<file path="src/rtl/pred_ctx_pkg.sv">
`default_nettype none
// ============================================================================
// Module      : pred_ctx_pkg
// Description : Context word layout, NOP constant, mux/demux encodings and
//               sequencer state type for the predicate context sequencer.
// Revision    : 1.0 - initial release
// ============================================================================
package pred_ctx_pkg;

    localparam int IN_P_W    = 9;
    localparam int PUT_IN_W  = 6;
    localparam int PUT_OUT_W = 6;
    localparam int WB_W      = 1;
    localparam int PRED_W    = 6;
    localparam int SEND_W    = 6;
    localparam int OUT_P_W   = 9;
    localparam int PE2FU_W   = 4;

    localparam int PE2FU_LSB   = 0;
    localparam int OUT_P_LSB   = PE2FU_LSB   + PE2FU_W;
    localparam int SEND_LSB    = OUT_P_LSB   + OUT_P_W;
    localparam int PRED_LSB    = SEND_LSB    + SEND_W;
    localparam int WB_LSB      = PRED_LSB    + PRED_W;
    localparam int PUT_OUT_LSB = WB_LSB      + WB_W;
    localparam int PUT_IN_LSB  = PUT_OUT_LSB + PUT_OUT_W;
    localparam int IN_P_LSB    = PUT_IN_LSB  + PUT_IN_W;
    localparam int CTX_BITS    = IN_P_LSB    + IN_P_W;

    typedef struct packed {
        logic [IN_P_W-1:0]    in_p;
        logic [PUT_IN_W-1:0]  put_in;
        logic [PUT_OUT_W-1:0] put_out;
        logic [WB_W-1:0]      wb;
        logic [PRED_W-1:0]    pred;
        logic [SEND_W-1:0]    send;
        logic [OUT_P_W-1:0]   out_p;
        logic [PE2FU_W-1:0]   pe2fu;
    } ctx_t;

    // All-zero context: no write-back, every write lands in null entry 0.
    localparam ctx_t CTX_NOP = '0;

    localparam logic [8:0] IN_EDGE2    = 9'h004;
    localparam logic [8:0] IN_EDGE5    = 9'h002;
    localparam logic [8:0] IN_BUS      = 9'h010;
    localparam logic [3:0] PE2FU_EDGE2 = 4'b0011;
    localparam logic [3:0] PE2FU_EDGE5 = 4'b0010;
    localparam logic [3:0] PE2FU_BUS   = 4'b1000;
    localparam logic [3:0] PE2FU_REG   = 4'b0000;

    typedef enum logic [1:0] {
        IDLE = 2'd0,
        RUN  = 2'd1,
        DONE = 2'd2
    } state_t;

    function automatic ctx_t ctx_unpack(input logic [CTX_BITS-1:0] w);
        ctx_t c;
        c.in_p    = w[IN_P_LSB    +: IN_P_W];
        c.put_in  = w[PUT_IN_LSB  +: PUT_IN_W];
        c.put_out = w[PUT_OUT_LSB +: PUT_OUT_W];
        c.wb      = w[WB_LSB      +: WB_W];
        c.pred    = w[PRED_LSB    +: PRED_W];
        c.send    = w[SEND_LSB    +: SEND_W];
        c.out_p   = w[OUT_P_LSB   +: OUT_P_W];
        c.pe2fu   = w[PE2FU_LSB   +: PE2FU_W];
        return c;
    endfunction

endpackage
`default_nettype wire

</file>
<file path="src/rtl/pred_ctx_sequencer_mem.sv">
`default_nettype none
// ============================================================================
// Module      : pred_ctx_sequencer_mem
// Description : Context store, synchronous write / asynchronous read, no reset.
// Revision    : 1.0 - initial release
// ============================================================================
module pred_ctx_sequencer_mem #(
    parameter int DEPTH = 16,
    parameter int AW    = 4,
    parameter int CTX_W = 47
) (
    input  logic             clk,
    input  logic             i_we,
    input  logic [AW-1:0]    i_waddr,
    input  logic [CTX_W-1:0] i_wdata,
    input  logic [AW-1:0]    i_raddr,
    output logic [CTX_W-1:0] o_rdata
);

    logic [CTX_W-1:0] r_mem [DEPTH];

    always_ff @(posedge clk) begin
        if (i_we) begin
            r_mem[i_waddr] <= i_wdata;
        end
    end

    assign o_rdata = r_mem[i_raddr];

endmodule
`default_nettype wire

</file>
<file path="src/rtl/pred_ctx_sequencer.sv">
`default_nettype none
// ============================================================================
// Module      : pred_ctx_sequencer
// Description : Steps a loaded context loop and registers the predicate
//               register-file controls for a programmed iteration count.
// Revision    : 1.0 - initial release
// ============================================================================
module pred_ctx_sequencer
    import pred_ctx_pkg::*;
#(
    parameter int DEPTH = 16,
    parameter int AW    = 4,
    parameter int ITW   = 8,
    parameter int CTX_W = 47
) (
    input  logic             CLK,
    input  logic             RST_N,
    input  logic             cfg_we,
    input  logic [AW-1:0]    cfg_addr,
    input  logic [CTX_W-1:0] cfg_data,
    input  logic             start,
    input  logic [AW-1:0]    ctx_last,
    input  logic [ITW-1:0]   iter_cnt,
    input  logic             stall,
    output logic             busy,
    output logic             done,
    output logic [8:0]       control_in_p,
    output logic [5:0]       control_put_in_p,
    output logic [5:0]       control_put_out_p,
    output logic             write_back_p,
    output logic [5:0]       control_pred,
    output logic [5:0]       control_send_p,
    output logic [8:0]       control_out_p,
    output logic [3:0]       control_pe2fu_p
);

    state_t           r_state;
    state_t           w_state_nxt;
    logic [AW-1:0]    r_ptr;
    logic [AW-1:0]    r_last;
    logic [ITW-1:0]   r_rem;
    ctx_t             r_ctx;
    logic             r_done;
    logic [CTX_W-1:0] w_rdata;
    logic             w_cfg_wr;
    logic             w_launch;
    logic             w_issue;
    logic             w_wrap;
    logic             w_final;

    assign w_cfg_wr = cfg_we && (r_state == IDLE);
    assign w_launch = start && (r_state == IDLE);
    assign w_issue  = (r_state == RUN) && !stall;
    assign w_wrap   = (r_ptr == r_last);
    assign w_final  = w_issue && w_wrap && (r_rem == ITW'(1));

    pred_ctx_sequencer_mem #(
        .DEPTH (DEPTH),
        .AW    (AW),
        .CTX_W (CTX_W)
    ) u_mem (
        .clk     (CLK),
        .i_we    (w_cfg_wr),
        .i_waddr (cfg_addr),
        .i_wdata (cfg_data),
        .i_raddr (r_ptr),
        .o_rdata (w_rdata)
    );

    always_ff @(posedge CLK or negedge RST_N) begin
        if (!RST_N) begin
            r_state <= IDLE;
        end else begin
            r_state <= w_state_nxt;
        end
    end

    always_comb begin
        w_state_nxt = r_state;
        case (r_state)
            IDLE:    if (w_launch) w_state_nxt = RUN;
            RUN:     if (w_final)  w_state_nxt = DONE;
            DONE:    w_state_nxt = IDLE;
            default: w_state_nxt = IDLE;
        endcase
    end

    // Outputs are NOP in every cycle that does not issue a context.
    always_ff @(posedge CLK or negedge RST_N) begin
        if (!RST_N) begin
            r_ptr  <= '0;
            r_last <= '0;
            r_rem  <= '0;
            r_ctx  <= CTX_NOP;
            r_done <= 1'b0;
        end else begin
            r_done <= (r_state == DONE);
            r_ctx  <= w_issue ? ctx_unpack(w_rdata) : CTX_NOP;
            if (w_launch) begin
                r_ptr  <= '0;
                r_last <= ctx_last;
                r_rem  <= (iter_cnt == '0) ? ITW'(1) : iter_cnt;
            end else if (w_issue) begin
                if (w_wrap) begin
                    r_ptr <= '0;
                    r_rem <= r_rem - ITW'(1);
                end else begin
                    r_ptr <= r_ptr + AW'(1);
                end
            end
        end
    end

    assign busy              = (r_state == RUN);
    assign done              = r_done;
    assign control_in_p      = r_ctx.in_p;
    assign control_put_in_p  = r_ctx.put_in;
    assign control_put_out_p = r_ctx.put_out;
    assign write_back_p      = r_ctx.wb;
    assign control_pred      = r_ctx.pred;
    assign control_send_p    = r_ctx.send;
    assign control_out_p     = r_ctx.out_p;
    assign control_pe2fu_p   = r_ctx.pe2fu;

endmodule
`default_nettype wire

</file>
<file path="config.mk">
export PLATFORM = sky130hd
export DESIGN_NAME = pred_ctx_sequencer
export DESIGN_NICKNAME = d
export VERILOG_FILES = /design/src/rtl/pred_ctx_pkg.sv /design/src/rtl/pred_ctx_sequencer_mem.sv /design/src/rtl/pred_ctx_sequencer.sv
export SDC_FILE = /design/constraint.sdc
export NUM_CORES = 1
export LEC_CHECK = 0
export CORE_UTILIZATION = 50
export CTS_CLUSTER_DIAMETER = 30
export DETAILED_ROUTE_END_ITERATION = 8
export PLACE_DENSITY = 0.69
export SLEW_MARGIN = 20
export SYNTH_ARGS = -nofsm -noshare
export SYNTH_HDL_FRONTEND = slang
export SYNTH_SLANG_ARGS = --single-unit
</file>
<file path="constraint.sdc">
create_clock -name CLK -period 4.68 [get_ports CLK]
set_input_delay 0.936 -clock CLK [delete_from_list [all_inputs] [get_ports CLK]]
set_output_delay 0.936 -clock CLK [all_outputs]
set_load 0.02 [all_outputs]
</file>
* After elaboration in Yosys (flattened, before gate mapping)
Memories as Yosys holds them, arrays and structs flattened.
Cells that the tools add are included.
** Word-level totals
- Bits in writable memories :: 752
- Input bits :: 68
- Bits in latches :: 0
- Memories kept :: 1
- ROM bits :: 0
- Bits in registers :: 66
- Word-level logic and storage cells :: 47
** Memory list
- u_mem.r_mem :: words 16, bits a word 47, read ports 1, clocked after Yosys merged registers in 0, write ports 1, RTL line pred_ctx_sequencer_mem.sv:20 : logic [CTX_W-1:0] r_mem [DEPTH];
** Operators by class
- Equal/unequal tests :: 6
- Mux-type cells :: 13
- $lt $le $gt $ge :: 0
- Add/sub/neg operators :: 2
- Bitwise gates (word level) :: 0
- Multiply operators :: 0
- Reduce and logical (&&, ||, !) cells :: 12
- Shift operators :: 0
- Div/mod/pow operators :: 0
** Operators by type and width (count)
- $mux 47 :: 1
- $mux 8 :: 4
- $mux 4 :: 3
- $eq 8x1->1 const B :: 1
- $logic_not 8->1 :: 1
- $sub 8x1->8 const B :: 1
- $logic_and 1x1->1 :: 5
- $add 4x1->4 const B :: 1
- $eq 4x4->1 :: 1
- $mux 2 :: 2
- $pmux 2 s2 :: 1
- $reduce_and 2->1 :: 2
- $reduce_bool 2->1 :: 2
- $eq 2x1->1 const B :: 1
- $eq 2x2->1 const B :: 1
- $logic_not 2->1 :: 1
- $mux 1 :: 2
- $ne 2x1->1 const B :: 1
- $ne 2x2->1 const B :: 1
- $logic_not 1->1 :: 1

* Depth between registers and ports, before layout
- Word-level depth :: 6
- Depth in mapped cells :: 7

* Hierarchy
From an unflattened synthesis, not the netlist that was laid out.
** Unflattened totals
- Cell total of the unflattened synthesis :: 1379
- Area, all modules :: 30728.2 sq um
** Modules (own cells, without submodules)
- pred_ctx_sequencer_mem :: area each 28189.5 sq um, seq. area each 22581.7 sq um, cells an instance 1170, instances 1
- pred_ctx_sequencer :: area each 2538.7 sq um, seq. area each 1651.6 sq um, cells an instance 209, instances 1

* Worst setup path after synthesis
OpenSTA, ideal clock, no wires.
- Kind :: in2reg
- From :: input cfg_addr[1]
- To :: memory u_mem.r_mem[0][0] (enable)
- Stages on the path :: 2
- Required time :: 4170 ps
- Path buffers :: 0
- Setup time :: 510 ps
- Data arrival time :: 4582 ps
- Slack :: -413 ps
- Cell sequence :: or3_1 -> nor3_1
** RTL lines
- start: declaration :: RTL line pred_ctx_sequencer.sv:19 : input logic [AW-1:0] cfg_addr,
- end: declaration :: RTL line pred_ctx_sequencer_mem.sv:20
No word-level cell before the write port.

* Worst setup path after layout
- From :: register r_state[0]
- To :: output busy
** Between the ends
- Longest elaborated chain between the ends :: 1
** Ends and longest elaborated chain
- start: declaration :: RTL line pred_ctx_sequencer.sv:37 : state_t r_state;
- start signal: assignment :: RTL line pred_ctx_sequencer.sv:74 : r_state <= w_state_nxt;
- $eq 2x1->1 :: RTL line pred_ctx_sequencer.sv:114 : assign busy = (r_state == RUN);
- end: declaration :: RTL line pred_ctx_sequencer.sv:25 : output logic busy,
Every way passes these cells.

==> flow_summary_export.csv <==
group,metric,value,unit
outcome,status,"finished clean",
synthesis,yosys_most_used_dff,"edfxtp_1",
synthesis,synth.avg_cell_area,23.1,µm²
clock_network,cts_hold_buf,0,
sta,fmax,0.355,GHz
critical_path,endpoint_kind,"output port",
routing,drt_iter0_drc,1033,
synthesis,synth_cell_type_count,37,
synthesis,synth_area_leaders,"edfxtp_1 74%, mux4_2 14%, dfrtp_1 5.4%",
global_routing,gr-total-overflow,0,
layout,fillerInstances,3971,
clock_network,numClockSinks,818,
sta,hold_viol,0,
critical_path,crit_path_top_delay_cell,"clkdlybuf4s50_1",
synthesis,synth_nets,1399,
placed_design,gp_congestion,0.745,
synthesis,syn-cell-area,0.0307,mm²
sta,finalCriticalPeriod,2810,ps
floorplanning,rows,90,
critical_path,crit_type,"reg -> out",
clock_network,cts_setup_buffers,0,
synthesis,ys_seq_area_share,79.1,%
sta,maxSlewHeadroom,31.1,%
synthesis,synth_commonest_cells,"752 x edfxtp_1, 188 x mux4_2, 94 x mux2i_1, 66 x dfrtp_1, 47 x o22ai_1",
clock_network,clkTransAtPathRegs,50,ps
routing,drt_wl_total,65.0,mm
synthesis,synth-edff-count,752,
critical_path,cp_max_fo,5,
routing,wl_per_cell,26.6,µm
power_and_ir_drop,peakVddDrop,347,µV
layout,drive_gt1_share,28.7,%
sta,slew_violations,0,
power_and_ir_drop,p_leak,0.0122,µW
sta,fin_skew,22.9,ps
sta,setup_viol,0,
floorplanning,ios,117,
critical_path,cp-start-kind,"flip-flop",
placed_design,placed_cell_area,0.0330,mm²
global_routing,grt_pass1_wl,97.3,mm
clock_network,cts_root_buf,"clkbuf_16",
routing,dr.pass1.iters,5,
sta,worstMarginPinSlew,1030,ps
layout,fin_nets,1619,
sta,layout_worst_path_cycle_share,60.1,%
hold_path,hold_path.class,"in -> async",
critical_path,crit_arrival,1880,ps
layout,area_growth_syn_to_layout,22.5,%
run,maxCapViolations,0,
sta,fin_setup_tns,0,ps
power_and_ir_drop,p_per_area,597,mW/mm²
global_routing,antenna_found_initial,1,
synthesis,synth_top_area_share,73.7,%
floorplanning,die_height,250,µm
synthesis,synth_largest_area_cell,"edfxtp_1",
critical_path,path_cells,"nor2b_1, clkdlybuf4s50_1",
synthesis,syn_inst,1328,
synthesis,yosysWarnings,0,
floorplanning,die_w,250,µm
critical_path,cp.required,3740,ps
clock_network,clk-insertion-delay-late,700,ps
routing,ant_nets,0,
clock_network,cts_buffers,136,
placed_design,dp_hpwl,33.1,mm
routing,drc,0,
critical_path,crit_family,"buffers and inverters",
clock_network,post_cts_resized,0,
clock_network,cts_tree,"done",
global_routing,grt.total_usage,21.5,%
synthesis,ys_ff_latch,818,
placed_design,io_buffer_count,116,
layout,diodes,0,
critical_path,path_buf_inv,1,
synthesis,synthArstFlopShare,8.07,%
layout,fin_area,0.0376,mm²
synthesis,synth_most_common_cell,"edfxtp_1",
routing,viasPerCell,5.92,
clock_network,clock_path_buffers,3,
routing,num_vias,14500,
global_routing,grt_start_max_net_pins,128,
critical_path,cpPeakStageDelay,630,ps
sta,grt_setup_unrepaired,"false",
global_routing,grt_pass1_vias,15600,
clock_network,ctsHtreeMaxLevel,4,
floorplanning,core-area,0.0605,mm²
floorplanning,die_area,0.0623,mm²
floorplanning,start_util,50.7,%
==> routing by layer <==
| layer | wire length, µm | GRT usage [%] | part of all wire (%) | vias to the layer above |
|---|---|---|---|---|
| met4 | 1220 | 7.57 | 1.9 | 2 |
| met1 | 27800 | 29.3 | 43 | 7797 |
| met5 | 11 | 0 | 0.017 | - |
| li1 | - | - | - | 6111 |
| met2 | 32400 | 34.5 | 50 | 482 |
| met3 | 3610 | 4.77 | 5.6 | 91 |
==> through the flow <==
step,cells,power (µW),hold WS (ps),util [%],worst slack [ps]
2_1_floorplan,1328,11500,445,-,849
3_3_place_gp,2192,12900,468,54.5,1320
3_5_place_dp,2192,12900,468,54.5,1270
4_1_cts,2445,22700,294,62.1,1810
5_1_grt,2445,23200,318,62.1,1760
6_report,2445,22400,290,62.1,1870
==> logic make-up after synthesis <==
family          share of synthesized area (%)
compound gates                           1.36
xor+xnor                                0.171
fa+ha+maj                               0.122
buf+inv                                  1.02
flops                                    79.1
mux                                      16.9
simple gates                             1.39
==> sequential cells by signal (all words and copies together), names as in the netlist <==
signal             cells
control_in_p           9
control_out_p          9
control_pe2fu_p        4
control_pred           6
control_put_in_p       6
control_put_out_p      6
control_send_p         6
done                   1
r_last                 4
r_ptr                  4
r_rem                  8
r_state                2
u_mem.r_mem          752
write_back_p           1
==> path summary, 6_finish.rpt <==
check	from	endpoint	slack, ps	depth (start not counted)
min	RST_N	control_out_p[5]$_DFF_PN0_	290	1
max	r_state[0]$_DFFE_PN0P_	busy	1870	2
min in group CLK	r_state[0]$_DFFE_PN0P_	done$_DFF_PN0_	480	1
max in group asynchronous	RST_N	control_put_in_p[2]$_DFF_PN0_	3430	2
max reg2reg	r_ptr[0]$_DFFE_PN0P_	r_rem[2]$_DFFE_PN0P_	1950	4
min reg2reg	r_state[0]$_DFFE_PN0P_	done$_DFF_PN0_	480	1
==> final cells by class <==
cell class,count,area (µm²),area share (%)
Inverter,3,11.3,0.0300
Sequential cell,818,24200,64.6
Clock inverter,81,795,2.12
Timing Repair Buffer,151,1500,3.98
Tap cell,782,978,2.61
Clock buffer,172,3790,10.1
Multi-Input combinational cell,438,6250,16.6
==> layout by cell type (no fill, tap or decap), drive strengths merged, types with 7 or more instances in the layout <==
| cell | netlist | routed |
|---|---|---|
| nor2 | 21 | 21 |
| buf | 37 | 36 |
| a31oi | 7 | 7 |
| mux4 | 188 | 188 |
| nor3 | 7 | 7 |
| clkinv | 0 | 46 |
| or4 | 7 | 7 |
| clkdlybuf4s50 | 0 | 115 |
| edfxtp | 752 | 752 |
| inv | 3 | 18 |
| or3 | 7 | 7 |
| dfrtp | 66 | 66 |
| o22ai | 47 | 47 |
| bufinv | 0 | 10 |
| nand2 | 22 | 22 |
| clkinvlp | 0 | 10 |
| clkbuf | 32 | 172 |
| mux2i | 94 | 94 |
==> power breakdown <==
part	total [µW]	leakage (µW)	internal (µW)	switching, µW
Sequential	8490	0.00760	8250	238
Combinational	4220	0.00240	2120	2100
Clock	9720	0.00224	6320	3410
Total	22400	0.0122	16700	5740
Power figures use the tool's default switching activity.
==> RTL edit 1 (config.mk and constraints unchanged) <==
Encoding of `state_t`: now one-hot (3 bits for 3 states).
--- a/src/rtl/pred_ctx_pkg.sv
+++ b/src/rtl/pred_ctx_pkg.sv
@@ -49,8 +49,8 @@
     localparam logic [3:0] PE2FU_REG   = 4'b0000;
 
-    typedef enum logic [1:0] {
-        IDLE = 2'd0,
-        RUN  = 2'd1,
-        DONE = 2'd2
+    typedef enum logic [2:0] {
+        IDLE = 3'b001,
+        RUN  = 3'b010,
+        DONE = 3'b100
     } state_t;
 
Function: same outputs for any inputs over 4 cycles, from zero or initial values and one cycle with RST_N low; so few cycles prove little.
==> RTL edit 1 against the original RTL <==
  * Cell area is 0.94% higher
  * Sequential cell count is 1 higher
  * Hold slack worse by 0.0063 ns
  * Die area is 0.12% higher
  * Non-clock buffer count is 1 lower
  * Worst setup slack worse by 0.37 ns
  * Critical path depth stayed put
  * Routed wire length is 2.8% higher
  * Synthesized area is 0.12% higher
  * Largest cell class unchanged
Power is not compared: it rests on default switching activity, and its combinational part moved more than twofold at a synthesized area within 25%.
==> RTL edit 1: results <==
group,metric,value,unit
outcome,status,"finished, final reports clean",
route,drt_iter0_drc,1387,
timing,timing.hold.ws,0.2839,ns
synth,synth_cell_types,36,
place,place_hpwl,35810,um
grt,antenna_found_initial,5,
synth,async_reset_ff_share,8.181,%
clock_tree,cts.path.max_buffers,3,
route,vias_per_cell,5.993,
synth,synth_cells,1336,
setup_path,critPathMaxStageDelay,0.72,ns
synth,ys_warn_count,0,
grt,grt_max_degree,107,
synth,ys_seq_area_share,79.05,%
die,die_x,249.7,um
synth,synth_area_leaders,"edfxtp_1, mux4_2, dfrtp_1, mux2i_1, o22ai_1",
setup_path,cp_max_fo,5,
cells_and_area,n_all_buffers,150,
setup_path,reg2reg_slack,1.94,ns
clock_tree,cts_resized,0,
power,max-vdd-ir-drop,0.3275,mV
route,drt-pass1-iter-count,5,
clock_tree,htree_num_levels,4,
cells_and_area,fill_cells,3928,
route,routed_wl,66830,um
grt,track_usage,22.24,%
cells_and_area,clkCellAreaFrac,12.94,%
timing,worst_pin_slew,0.8516,ns
cells_and_area,comb.multi_input.count,444,
cells_and_area,inverters,4,
clock_tree,cts_sinks,819,
cells_and_area,n_antenna_cell,2,
route,wl_per_cell,27.24,um
power,powerDensity,549.0,nW/um2
cells_and_area,multi_input_area_share,16.56,%
cells_and_area,finalNetCount,1626,
grt,grt_pass1_wl,100400,um
synth,yosys-top-cells-count,"edfxtp_1, mux4_2, mux2i_1",
setup_path,rr_startpoint,"r_ptr[0]",
route,drc,0,
synth,synth_ff_type,"edfxtp_1",
setup_path,r2r-end,"control_out_p[2]",
setup_path,cp.arrival,2.25,ns
place,place_area,32990,um2
place,dp_cells,2199,
cells_and_area,drive_gt1_share,28.64,%
setup_path,endpoint,"busy",
synth,syn_nets,1407,
grt,grt_pass1_vias,15610,
hold_path,hp-class,"primary input to async pin",
setup_path,startpoint,"r_state[2]",
cells_and_area,seq_area,24270,um2
place,pre_cts_ws,1.312,ns
cells_and_area,final.clkbuf_count,159,
timing,final.setup.worst_slack,1.493,ns
place,gp_congestion,0.7666,
timing,clock-skew-final,0.02810,ns
cells_and_area,bufAreaShareNonClock,3.838,%
clock_tree,clk_latency,0.71,ns
-- RTL edit 1: logic make-up (layout without fill, tap and decap cells) --
family,count (synthesis),count (layout),share of synthesized area (%)
AOI/OAI and AO/OA,70,70,1.443
xor gates and xnor gates,4,4,0.1141
adders and majority gates,3,3,0.1223
buffers and inverters,73,406,0.9663
DFF,819,819,79.05
muxes,282,282,16.86
other,0,2,0
and+or+nand+nor,85,85,1.443
-- RTL edit 1: critical path: cells and delay by family (launching register included) --
kind	cells	cell delay, ns
buf+inv	1	0.72
flops	1	0.41
simple gates	1	0.42
-- RTL edit 1: where the power goes --
group	total (W)	internal, W	switching, W
clock	0.0104	0.00680	0.00362
sequential	0.00840	0.00825	0.000153
combinational	0.00199	0.000926	0.00106
-- RTL edit 1: per-layer routing --
layer  up-vias  track usage, %  part of all wire [%]
met2       624           35.13                    50
li1       6152               -                     -
met4         6           7.425                   1.7
met1      7827           30.95                    42
met5         -               0                 0.064
met3        92           4.996                   6.7
==> RTL edit 2 (config.mk and constraints unchanged) <==
Made on the original files. Change the parameter `ITW` from 8 to 12.
--- a/src/rtl/pred_ctx_sequencer.sv
+++ b/src/rtl/pred_ctx_sequencer.sv
@@ -11,5 +11,5 @@
     parameter int DEPTH = 16,
     parameter int AW    = 4,
-    parameter int ITW   = 8,
+    parameter int ITW   = 12,
     parameter int CTX_W = 47
 ) (
Ports: changed (resized iter_cnt); port bits go from 117 to 121. The function was not compared with the original's and may differ.
==> RTL edit 2 against the original RTL <==
  * Synthesized cell count increased by 2.2%
  * Critical path depth up 1
  * Power rose by 2.1%
  * Cell count increased by 1.6%
  * Synthesized area rose by 1.0%
  * Hold slack improved by 0.033 ns
  * Utilization is 0.46 points higher
  * Sequential cell count grew 4
  * Routed wire length is 4.0% higher
  * Sequential share of layout area decreased by 0.57 points
  * Cell area grew 1.3%
  * Worst setup slack worse by 0.18 ns
  * Critical path type unchanged
==> RTL edit 2: results <==
group,metric,value,unit
cells_and_area,clkCellAreaFrac,12.49,%
cells_and_area,finalNetCount,1660,
cells_and_area,seq_area,24340,um2
cells_and_area,fill_cells,4028,
route,m1WireLength,28340,um
power,p_sw,0.006029,W
place,pre_cts_ws,1.133,ns
route,dr_wl_met2,33450,um
place,gp_congestion,0.7834,
setup_path,rr_startpoint,"r_state[1]",
route,drt_iter0_drc,1389,
route,wl_per_cell,27.20,um
cells_and_area,comb.multi_input.count,463,
place,port_buffers,120,
timing,slew_headroom,41.89,%
route,vias,14750,
clock_tree,cts_buffers,141,
grt,track_usage,22.27,%
power,power_frac_seq,37.7,%
setup_path,reg2reg_slack,1.93,ns
cells_and_area,drive_gt1_share,28.19,%
setup_path,r2r-end,"u_mem.r_mem[5][19]",
power,leakage,12.37,nW
cells_and_area,layout.cells.non_filler,2485,
power,power.sequential.total,0.00863,W
place,place_area,33300,um2
setup_path,cp.arrival,2.06,ns
outcome,status,"finished, final reports clean",
place,dp_cells,2224,
setup_path,cp_max_fo,4,
cells_and_area,n_all_buffers,154,
synth,synth_area_leaders,"edfxtp_1, mux4_2, dfrtp_1, mux2i_1, o22ai_1",
route,routed-wl-met3,4464,um
==> RTL edit 2: cell types whose count changed in the layout (fill, tap and decap cells not counted), moves of 3 or more <==
cell / unedited run / this run
inv_6: 15 / 25
buf_4: 30 / 27
nand3_1: 2 / 7
nor2_1: 9 / 13
clkinv_2: 28 / 17
or4_1: 6 / 10
clkdlybuf4s50_1: 115 / 119
dfrtp_1: 63 / 67
clkbuf_8: 10 / 3
clkinv_4: 6 / 12
clkinv_1: 8 / 13
bufinv_16: 10 / 15
clkbuf_1: 19 / 16
==> RTL edit 2: kinds of logic after synthesis <==
kind of cell,share of synthesized area (%)
adders and majority gates,0.1212
DFF,78.56
and+or+nand+nor,1.757
muxes,16.71
AOI/OAI and AO/OA,1.487
xor gates and xnor gates,0.1697
buffers and inverters,1.196
==> RTL edit 2: routing by layer <==
metal / up-vias / track usage [%]
li1: 6256 / -
met1: 7878 / 30.15
met2: 526 / 35.74
met3: 90 / 5.488
met4: 4 / 7.491
met5: - / 0
